[src/rtl/chan_sel_pkg.sv]
// Shared types and helpers for the N-channel coordinate selector.
// Holds the selection-mode encoding and the derived index-width rule.
package chan_sel_pkg;

    typedef enum logic {
        SEL_DIRECT = 1'b0,
        SEL_SCAN   = 1'b1
    } sel_mode_t;

    localparam int MAX_NCH = 16;

    // Index width for n channels; never below one bit.
    function automatic int sel_w(input int n);
        return (n <= 2) ? 1 : $clog2(n);
    endfunction

endpackage

[src/rtl/chan_sel_pipe_if.sv]
// Bundle between the coordinate producers and the selector/consumer side.
// Valid/ready: a word moves on the output when out_valid and out_ready are both high at a rising edge.
interface chan_sel_pipe_if
    import chan_sel_pkg::*;
#(
    parameter int WIDTH = 11,
    parameter int NCH   = 4
);
    localparam int SELW = sel_w(NCH);

    logic                   mode;
    logic [SELW-1:0]        sel_in;
    logic [NCH*WIDTH-1:0]   in_bus;
    logic [NCH-1:0]         in_valid;
    logic                   out_ready;
    logic [WIDTH-1:0]       out_data;
    logic [SELW-1:0]        out_ch;
    logic                   out_valid;
    logic [NCH-1:0]         in_taken;
    logic                   sel_err;
    sel_mode_t              dbg_state;
    logic [SELW-1:0]        dbg_rr_ptr;

    modport master (
        output mode, sel_in, in_bus, in_valid, out_ready,
        input  out_data, out_ch, out_valid, in_taken, sel_err, dbg_state, dbg_rr_ptr
    );

    modport slave (
        input  mode, sel_in, in_bus, in_valid, out_ready,
        output out_data, out_ch, out_valid, in_taken, sel_err, dbg_state, dbg_rr_ptr
    );

endinterface

[src/rtl/rr_pick.sv]
// Combinational rotated-priority picker: first requester at or after ptr_i, wrapping mod NCH.
// Works for any NCH, not only powers of two.
module rr_pick
    import chan_sel_pkg::*;
#(
    parameter  int NCH  = 4,
    localparam int SELW = sel_w(NCH)
) (
    input  logic [NCH-1:0]  req_i,
    input  logic [SELW-1:0] ptr_i,
    output logic [NCH-1:0]  gnt_oh_o,
    output logic [SELW-1:0] gnt_idx_o,
    output logic            any_o
);

    int              j;
    logic [SELW-1:0] jj;

    always_comb begin
        gnt_oh_o  = '0;
        gnt_idx_o = '0;
        any_o     = 1'b0;
        j         = 0;
        jj        = '0;
        for (int i = 0; i < NCH; i++) begin
            // ptr_i is always below NCH, so one subtraction is enough to wrap.
            j = int'(ptr_i) + i;
            if (j >= NCH) j = j - NCH;
            jj = j[SELW-1:0];
            if (!any_o && req_i[jj]) begin
                any_o        = 1'b1;
                gnt_oh_o[jj] = 1'b1;
                gnt_idx_o    = jj;
            end
        end
    end

endmodule

[src/rtl/chan_sel_pipe.sv]
// Registered N-channel selector: direct index or round-robin scan into a one-word valid/ready stage.
// Mode is registered, so a mode change takes effect on the cycle after it is presented.
module chan_sel_pipe
    import chan_sel_pkg::*;
#(
    parameter  int WIDTH = 11,
    parameter  int NCH   = 4,
    localparam int SELW  = sel_w(NCH)
) (
    input  logic           clk,
    input  logic           rst_n,
    chan_sel_pipe_if.slave bus
);

    localparam int              LAST_I  = NCH - 1;
    localparam logic [SELW:0]   NCH_W   = NCH[SELW:0];
    localparam logic [SELW-1:0] LAST_CH = LAST_I[SELW-1:0];

    if (NCH < 2 || NCH > MAX_NCH) begin : g_bad_nch
        $error("chan_sel_pipe: NCH out of range");
    end

    sel_mode_t        state_q, state_d;
    logic [SELW-1:0]  rr_ptr_q, rr_ptr_d;
    logic [WIDTH-1:0] out_data_q, out_data_d;
    logic [SELW-1:0]  out_ch_q, out_ch_d;
    logic             out_valid_q, out_valid_d;
    logic             sel_err_q, sel_err_d;

    logic [NCH-1:0]   gnt_oh, dir_oh, cap_oh, in_taken;
    logic [SELW-1:0]  gnt_idx, cap_idx;
    logic [WIDTH-1:0] cap_data;
    logic             gnt_any, slot_free, sel_ok, capture;

    rr_pick #(.NCH(NCH)) u_pick (
        .req_i     (bus.in_valid),
        .ptr_i     (rr_ptr_q),
        .gnt_oh_o  (gnt_oh),
        .gnt_idx_o (gnt_idx),
        .any_o     (gnt_any)
    );

    // Direct-mode request decode; an out-of-range index matches no channel.
    always_comb begin
        dir_oh = '0;
        sel_ok = ({1'b0, bus.sel_in} < NCH_W);
        for (int k = 0; k < NCH; k++) begin
            dir_oh[k] = (bus.sel_in == SELW'(k)) && bus.in_valid[k];
        end
    end

    always_comb begin
        state_d     = sel_mode_t'(bus.mode);
        rr_ptr_d    = rr_ptr_q;
        out_data_d  = out_data_q;
        out_ch_d    = out_ch_q;
        out_valid_d = out_valid_q;
        sel_err_d   = sel_err_q;
        cap_data    = '0;
        slot_free   = !out_valid_q || bus.out_ready;

        if (state_q == SEL_SCAN) begin
            cap_oh  = gnt_oh;
            cap_idx = gnt_idx;
            capture = slot_free && gnt_any;
        end else begin
            cap_oh  = dir_oh;
            cap_idx = bus.sel_in;
            capture = slot_free && (|dir_oh);
        end

        for (int k = 0; k < NCH; k++) begin
            cap_data = cap_data | ({WIDTH{cap_oh[k]}} & bus.in_bus[k*WIDTH +: WIDTH]);
        end

        if (slot_free) begin
            out_valid_d = capture;
            if (capture) begin
                out_data_d = cap_data;
                out_ch_d   = cap_idx;
            end
        end

        if (state_q == SEL_DIRECT && slot_free && !sel_ok) sel_err_d = 1'b1;

        if (state_q == SEL_SCAN && capture) begin
            rr_ptr_d = (gnt_idx == LAST_CH) ? '0 : gnt_idx + SELW'(1);
        end
        // Entering scan always restarts the rotation at channel 0.
        if (state_q == SEL_DIRECT && state_d == SEL_SCAN) rr_ptr_d = '0;

        in_taken = capture ? cap_oh : '0;
    end

    always_ff @(posedge clk) begin
        if (!rst_n) begin
            state_q     <= SEL_DIRECT;
            rr_ptr_q    <= '0;
            out_data_q  <= '0;
            out_ch_q    <= '0;
            out_valid_q <= 1'b0;
            sel_err_q   <= 1'b0;
        end else begin
            state_q     <= state_d;
            rr_ptr_q    <= rr_ptr_d;
            out_data_q  <= out_data_d;
            out_ch_q    <= out_ch_d;
            out_valid_q <= out_valid_d;
            sel_err_q   <= sel_err_d;
        end
    end

    assign bus.out_data   = out_data_q;
    assign bus.out_ch     = out_ch_q;
    assign bus.out_valid  = out_valid_q;
    assign bus.sel_err    = sel_err_q;
    assign bus.in_taken   = in_taken;
    assign bus.dbg_state  = state_q;
    assign bus.dbg_rr_ptr = rr_ptr_q;

endmodule

[src/flat_wrapper.sv]
// flat-port wrapper written by rule: the top's interface ports become plain ports
module chan_sel_pipe_flat import chan_sel_pkg::*;
#(
    parameter  int WIDTH = 11,
    parameter  int NCH   = 4,
    localparam int SELW  = sel_w(NCH)
)
  (clk, rst_n, bus_mode, bus_sel_in, bus_in_bus, bus_in_valid, bus_out_ready, bus_out_data, bus_out_ch, bus_out_valid, bus_in_taken, bus_sel_err, bus_dbg_state, bus_dbg_rr_ptr);
  chan_sel_pipe_if #(.WIDTH(WIDTH), .NCH(NCH)) bus_i ();
  input  logic clk;
  input  logic rst_n;
  input wire logic [$bits(bus_i.mode)-1:0] bus_mode;
  input wire logic [$bits(bus_i.sel_in)-1:0] bus_sel_in;
  input wire logic [$bits(bus_i.in_bus)-1:0] bus_in_bus;
  input wire logic [$bits(bus_i.in_valid)-1:0] bus_in_valid;
  input wire logic [$bits(bus_i.out_ready)-1:0] bus_out_ready;
  output wire logic [$bits(bus_i.out_data)-1:0] bus_out_data;
  output wire logic [$bits(bus_i.out_ch)-1:0] bus_out_ch;
  output wire logic [$bits(bus_i.out_valid)-1:0] bus_out_valid;
  output wire logic [$bits(bus_i.in_taken)-1:0] bus_in_taken;
  output wire logic [$bits(bus_i.sel_err)-1:0] bus_sel_err;
  output wire logic [$bits(bus_i.dbg_state)-1:0] bus_dbg_state;
  output wire logic [$bits(bus_i.dbg_rr_ptr)-1:0] bus_dbg_rr_ptr;
  assign bus_i.mode = bus_mode;
  assign bus_i.sel_in = bus_sel_in;
  assign bus_i.in_bus = bus_in_bus;
  assign bus_i.in_valid = bus_in_valid;
  assign bus_i.out_ready = bus_out_ready;
  assign bus_out_data = bus_i.out_data;
  assign bus_out_ch = bus_i.out_ch;
  assign bus_out_valid = bus_i.out_valid;
  assign bus_in_taken = bus_i.in_taken;
  assign bus_sel_err = bus_i.sel_err;
  assign bus_dbg_state = bus_i.dbg_state;
  assign bus_dbg_rr_ptr = bus_i.dbg_rr_ptr;
  chan_sel_pipe #(.WIDTH(WIDTH), .NCH(NCH)) u_core (.clk(clk), .rst_n(rst_n), .bus(bus_i));
endmodule
[config.mk]
export PLATFORM = sky130hd
export DESIGN_NAME = chan_sel_pipe_flat
export DESIGN_NICKNAME = d
export VERILOG_FILES = /design/src/rtl/chan_sel_pkg.sv /design/src/rtl/chan_sel_pipe_if.sv /design/src/rtl/rr_pick.sv /design/src/rtl/chan_sel_pipe.sv /design/src/flat_wrapper.sv
export SDC_FILE = /design/constraint.sdc
export NUM_CORES = 1
export LEC_CHECK = 0
export ABC_CLOCK_PERIOD_IN_PS = 6200
export CORE_UTILIZATION = 44
export CTS_CLUSTER_SIZE = 40
export DETAILED_ROUTE_END_ITERATION = 12
export MAX_ROUTING_LAYER = met4
export PLACE_DENSITY = 0.87
export SLEW_MARGIN = 30
export SYNTH_ARGS = -nofsm -noshare
export SYNTH_HDL_FRONTEND = slang
export SYNTH_SLANG_ARGS = --single-unit
[constraint.sdc]
create_clock -name clk -period 6.2 [get_ports clk]
set_clock_uncertainty 0.15 [all_clocks]
set_input_delay 1.24 -clock clk [delete_from_list [all_inputs] [get_ports clk]]
set_output_delay 1.24 -clock clk [all_outputs]
set_load 0.01 [all_outputs]
After elaboration in Yosys (flattened, before gate mapping)

Cells that the tools add are included.

$add $sub $neg: 8
$lt $le $gt $ge: 12
Eq/ne operators: 4
Muxes and demuxes: 37
Bitwise logic cells: 12
Reduce and logical (&&, ||, !) cells: 24

Operators by type and width:

| cell                                                                                | count |
|---|---|
| 11-bit bitwise AND                                                                  | 4 |
| 11-bit bitwise OR                                                                   | 3 |
| 4-bit 2-to-1 mux                                                                    | 6 |
| 2-bit 2-to-1 mux                                                                    | 10 |
| 1-bit logical AND                                                                   | 15 |
| 1-bit 2-to-1 mux                                                                    | 13 |
| 2-bit by 3-bit < comparator with 1-bit output, second input constant                | 4 |
| 4-bit bitwise OR                                                                    | 3 |
| 3-bit greater-or-equal comparator, second input constant                            | 3 |
| 1-bit binary-select mux with 2-bit select                                           | 4 |
| 1-bit demux with 2-bit select                                                       | 4 |
| 2-bit by 1-bit greater-or-equal comparator with 1-bit output, second input constant | 4 |
| 2-bit by 1-bit subtractor with 2-bit output, second input constant                  | 4 |
| 2-bit by 2-bit adder with 3-bit output, second input constant                       | 2 |
| 2-bit == test, second input constant                                                | 3 |
| 1-bit zero test                                                                     | 4 |
| 4-bit OR reduction                                                                  | 1 |
| 2-bit by 1-bit adder with 3-bit output, second input constant                       | 1 |
| 2-bit by 3-bit greater-or-equal comparator with 1-bit output, second input constant | 1 |
| 2-bit by 1-bit adder with 2-bit output, second input constant                       | 1 |
| 2-bit by 1-bit == test with 1-bit output, second input constant                     | 1 |
| 2-bit zero test                                                                     | 1 |
| 1-bit inverter                                                                      | 2 |
| 2-bit AND reduction                                                                 | 1 |
| other kinds (2)                                                                     | 2 |

Bits in registers: 17
Bits of input ports: 54
Output and inout port bits: 22

Depth between registers and ports, before layout

Depth in word-level cells: 19
Mapped depth: 11
Mapped depth without buffers: 8

Modules after synthesis

Synthesis repeated with hierarchy kept, for this count alone.

Cell total of the unflattened synthesis: 156
Area, all modules: 1625.3 um^2

By module, submodules not included:

| module        | times used | cells an instance | area each (um^2) | sequential area each (um^2) |
|---|---|---|---|---|
| chan_sel_pipe | 1          | 111               | 1203.7           | 340.3 |
| rr_pick       | 1          | 45                | 421.7            | 0.0 |

Worst setup path after synthesis

No wires, ideal clock.

Path type: input -> output
From: input bus_in_valid[2]
To: output bus_in_taken[0]
Arrival: 2.924 ns
Path slack: 1.886 ns
Cell stages on the path: 7
Path through: buf_2 mux4_2 or2_4 o21a_1 a41oi_2 buf_6 and2_1

Word-level cells in the longest chain between the ends: 15
Elaborated cells on any way between the ends: 32
Classes of those cells: mux (19); bitwise (3); reduce/logical (10)

Ends and longest elaborated chain:

| element                                   | RTL line            | RTL |
|---|---|---|
| from (decl)                               | flat_wrapper.sv:15  | `input wire logic [$bits(bus_i.in_valid)-1:0] bus_in_valid;` |
| 1-bit binary-select mux with 2-bit select | rr_pick.sv:30       | `if (!any_o && req_i[jj]) begin` |
| 1-bit 2-to-1 mux (implied by the code)    | rr_pick.sv:30       |  |
| 1-bit 2-to-1 mux                          | rr_pick.sv:30       |  |
| 1-bit zero test                           | rr_pick.sv:30       |  |
| 1-bit logical AND                         | rr_pick.sv:30       |  |
| 1-bit 2-to-1 mux                          | rr_pick.sv:30       |  |
| 1-bit zero test                           | rr_pick.sv:30       |  |
| 1-bit logical AND                         | rr_pick.sv:30       |  |
| 1-bit 2-to-1 mux                          | rr_pick.sv:30       |  |
| 1-bit zero test                           | rr_pick.sv:30       |  |
| 1-bit logical AND                         | rr_pick.sv:30       |  |
| 1-bit 2-to-1 mux                          | rr_pick.sv:30       |  |
| 1-bit logical AND                         | chan_sel_pipe.sv:65 | `capture = slot_free && gnt_any;` |
| 1-bit 2-to-1 mux                          | chan_sel_pipe.sv:62 | `if (state_q == SEL_SCAN) begin` |
| 4-bit 2-to-1 mux *                        | chan_sel_pipe.sv:92 | `in_taken = capture ? cap_oh : '0;` |
| to (decl)                                 | flat_wrapper.sv:20  | `output wire logic [$bits(bus_i.in_taken)-1:0] bus_in_taken;` |

Mark *: on every way between the ends. The rest lies on a longest branch, timed or not. The select of a mux whose other input is x is not followed.

Final worst setup path

From: input bus_in_valid[3]
To: output bus_in_taken[2]

The elaborated chain is that of the path after synthesis.

==> impl_metrics.json <==
{
  "synthSimpleGateAreaFrac_pct": 19.9,
  "whs_path_depth": 2,
  "placementRows": 20,
  "grt_first_pass_wirelength_mm": 7.31,
  "worstPathArrival_ns": 4.19,
  "die_w_um": 60.8,
  "stdcell_count": 303,
  "port_buffers": 74,
  "setup_viol_count_final": 0,
  "fin_crit_sh_pct": 90.0,
  "dp.cells": 299,
  "drive_above_1_share_pct": 6.18,
  "tightest_slew_ns": 0.604,
  "synth.area.mux_share_pct": 9.30,
  "grt_max_degree": 21,
  "postSynthCellCount": 194,
  "synth_seq_cells": 17,
  "seq_area_frac_synth_pct": 22.4,
  "place_area_sq_um": 2250,
  "drv_slew": 0,
  "fin_nets": 322,
  "hpwl_mm": 3.79,
  "n_antenna_cell": 0,
  "postCtsSetupRepairBufs": 0,
  "hold_end": "u_core.bus.out_ch[0]$_SDFFE_PN0P_",
  "vias": 1777,
  "path_class": "primary input to primary output",
  "status": "complete, no violations",
  "p_total_mw": 0.386,
  "post-route-util_pct": 72.2,
  "rr_startpoint": "u_core.bus.dbg_rr_ptr[1]$_SDFFE_PP0P_",
  "path_clk_slew_ns": 0.11,
  "synth_cell_type_count": 44,
  "rsz0062_at_grt": "no",
  "max-clock-path-buffers": 2,
  "synth_compound_area_share_pct": 33.4,
  "min_period_ns": 5.58,
  "worst-r2r-cell-count": 8,
  "syn2layout_area_growth_pct": 49.7,
  "postRouteAntennaNets": 0,
  "cts-hold-fix-buffers": 0,
  "cts_sinks": 17,
  "r2r_end": "u_core.bus.out_data[7]$_SDFFE_PN0P_",
  "async_reset_ff_share_pct": 0,
  "design_area_sq_um": 2280,
  "p_per_area_nw_per_um2": 169,
  "grt_pass1_vias": 1553,
  "worstPathRequired_ns": 4.81,
  "vias_per_cell": 5.86,
  "max_freq_ghz": 0.179,
  "drc": 0,
  "core-area_sq_um": 3150,
  "first_iter_violations": 165,
  "yosys_warnings": 0,
  "max_slew_margin_pct": 59.6,
  "synth-xor-area-share_pct": 0.576,
  "cts-resized-gates": 0,
  "setup-tns-final_ns": 0,
  "drv_cap": 0,
  "synth_edf_count": 0,
  "r2r_slack_ns": 2.73,
  "start_kind": "primary input",
  "min-delay-start": "u_core.bus.out_ch[0]$_SDFFE_PN0P_",
  "antenna_found_initial": 0,
  "start_util_pct": 48.2,
  "finalWirelength_mm": 4.90,
  "hold_path_class": "register to register",
  "synth_top_family_by_area": "compound AO/OA/AOI/OAI gates",
  "ir_worst_vdd_uv": 148,
  "wl_per_cell_um": 16.2,
  "gp_congestion": 0.887,
  "clock_latency_ns": 0.30,
  "dieArea_sq_um": 3690,
  "io-pin-count": 76,
  "numCtsBuffers": 3,
  "dr.pass1.iters": 5,
  "hold_violations": 0,
  "cts_tree": "done",
  "synthAdderAreaFrac_pct": 6.58,
  "syn_avg_cell_area_sq_um": 7.84,
  "globalRouteTotalUtil_pct": 27.3,
  "grt.overflow.total": 0,
  "syn-num-nets": 256,
  "power.leakage_nw": 0.830,
  "cts_max_level": 1,
  "synthFlopType": "dfxtp_1",
  "cts_root_buffer": "clkbuf_4",
  "cp_max_fo": 13,
  "endpoint_kind": "primary output",
  "die_h_um": 60.8,
  "syn-cell-area_sq_um": 1520
}
layout by cell type, fill, tap and decap left out, drive strengths merged, types with 3 or more instances in the layout:
| cell type | Yosys | layout |
|---|---|---|
| nand3 | 4 | 4 |
| ha | 8 | 8 |
| a31oi | 16 | 16 |
| dfxtp | 17 | 17 |
| a222oi | 5 | 5 |
| nand2b | 6 | 6 |
| mux4 | 4 | 4 |
| o22ai | 3 | 3 |
| o21ai | 15 | 15 |
| and2 | 5 | 5 |
| clkdlybuf4s50 | 0 | 74 |
| inv | 6 | 6 |
| nand3b | 7 | 7 |
| nand2 | 31 | 31 |
| mux2i | 4 | 4 |
| buf | 10 | 3 |
| a22oi | 6 | 6 |
| a21oi | 14 | 14 |
| clkbuf | 6 | 3 |
state kept, by name (all words and copies together) (netlist names), named ones only:
| signal | flops |
|---|---|
| u_core.bus.out_data | 11 |
| u_core.bus.dbg_rr_ptr | 1 |
| u_core.bus.dbg_state | 1 |
| u_core.bus.out_ch | 2 |
| u_core.bus.out_valid | 1 |
worst max-delay path by stage:
stage,slack (ns),to,start
after floorplan,1.89,bus_in_taken[0],bus_in_valid[2]
after global placement,0.74,bus_in_taken[2],bus_in_valid[3]
after detailed placement,0.65,bus_in_taken[2],bus_in_valid[3]
after CTS,0.65,bus_in_taken[2],bus_in_valid[3]
after global routing,0.44,bus_in_taken[2],bus_in_valid[3]
final,0.62,bus_in_taken[2],bus_in_valid[3]
through the flow:
| step | setup slack (ns) | hold slack [ns] |
|---|---|---|
| floorplan | 1.89 | 0.328 |
| global placement | 0.744 | 0.305 |
| detailed placement | 0.651 | 0.311 |
| CTS | 0.650 | 0.333 |
| global route | 0.437 | 0.344 |
| finish | 0.621 | 0.328 |
synth_stat cells (2+ instances only):
cell type  count  share of area (%)
o211ai_1       2               0.99
mux2i_1        4                2.6
o22ai_1        3                1.2
a31oi_1       16                6.6
nand3b_1       7                3.5
inv_1          6                1.5
a222oi_1       5                3.3
buf_6          2                1.5
buf_4          3                1.5
and2_1         5                2.1
a21oi_1       14                4.6
nand3_1        4                1.3
buf_2          5                1.6
mux4_2         4                5.9
o21ai_0       13                4.3
nand2b_1       6                2.5
dfxtp_1       17                 22
o21a_1         2               0.99
o21ai_1        2               0.66
a21o_1         2               0.99
nand2_1       31                7.7
clkbuf_1       6                1.5
ha_1           8                6.6
a22oi_1        6                3.0
nor2_1         2               0.49
layout make-up:
cell class | instances | area, sq um
Clock buffer | 3 | 22.5
Timing Repair Buffer | 77 | 763
Fill cell | 271 | 877
Multi-Input combinational cell | 155 | 1060
Sequential cell | 17 | 340
Clock inverter | 1 | 7.51
Inverter | 6 | 22.5
Tap cell | 44 | 55.1
routing by layer:
| layer | vias up | share of wire, % | track usage, % |
|---|---|---|---|
| met4 | 0 | 1.5 | 7.79 |
| met5 | - | 0 | - |
| li1 | 862 | - | - |
| met3 | 8 | 7.0 | 5.54 |
| met2 | 76 | 51 | 43.5 |
| met1 | 831 | 40 | 34.9 |
report_power, final:
part	switching, mW	leakage, nW	internal [mW]
Sequential	0.00995	0.141	0.122
Combinational	0.0889	0.675	0.0993
Clock	0.0407	0.0139	0.0246
cells by family (layout without fill, tap and decap cells):
kind of cell    count (synthesis)  in the layout
other cells                     1              1
simple gates                   60             60
fa+ha+maj                       8              8
buf+inv                        22             87
mux                             9              9
flops                          17             17
xor+xnor                        1              1
compound gates                 76             76
worst max-delay path: stages:
cell and delay, ns:
clkdlybuf4s50_1 0.59, mux4_2 0.65, nor3_1 0.34, and4_1 0.35
nand3b_1 0.31, and2_1 0.17, clkdlybuf4s50_1 0.53
Power figures use the tool's default switching activity.
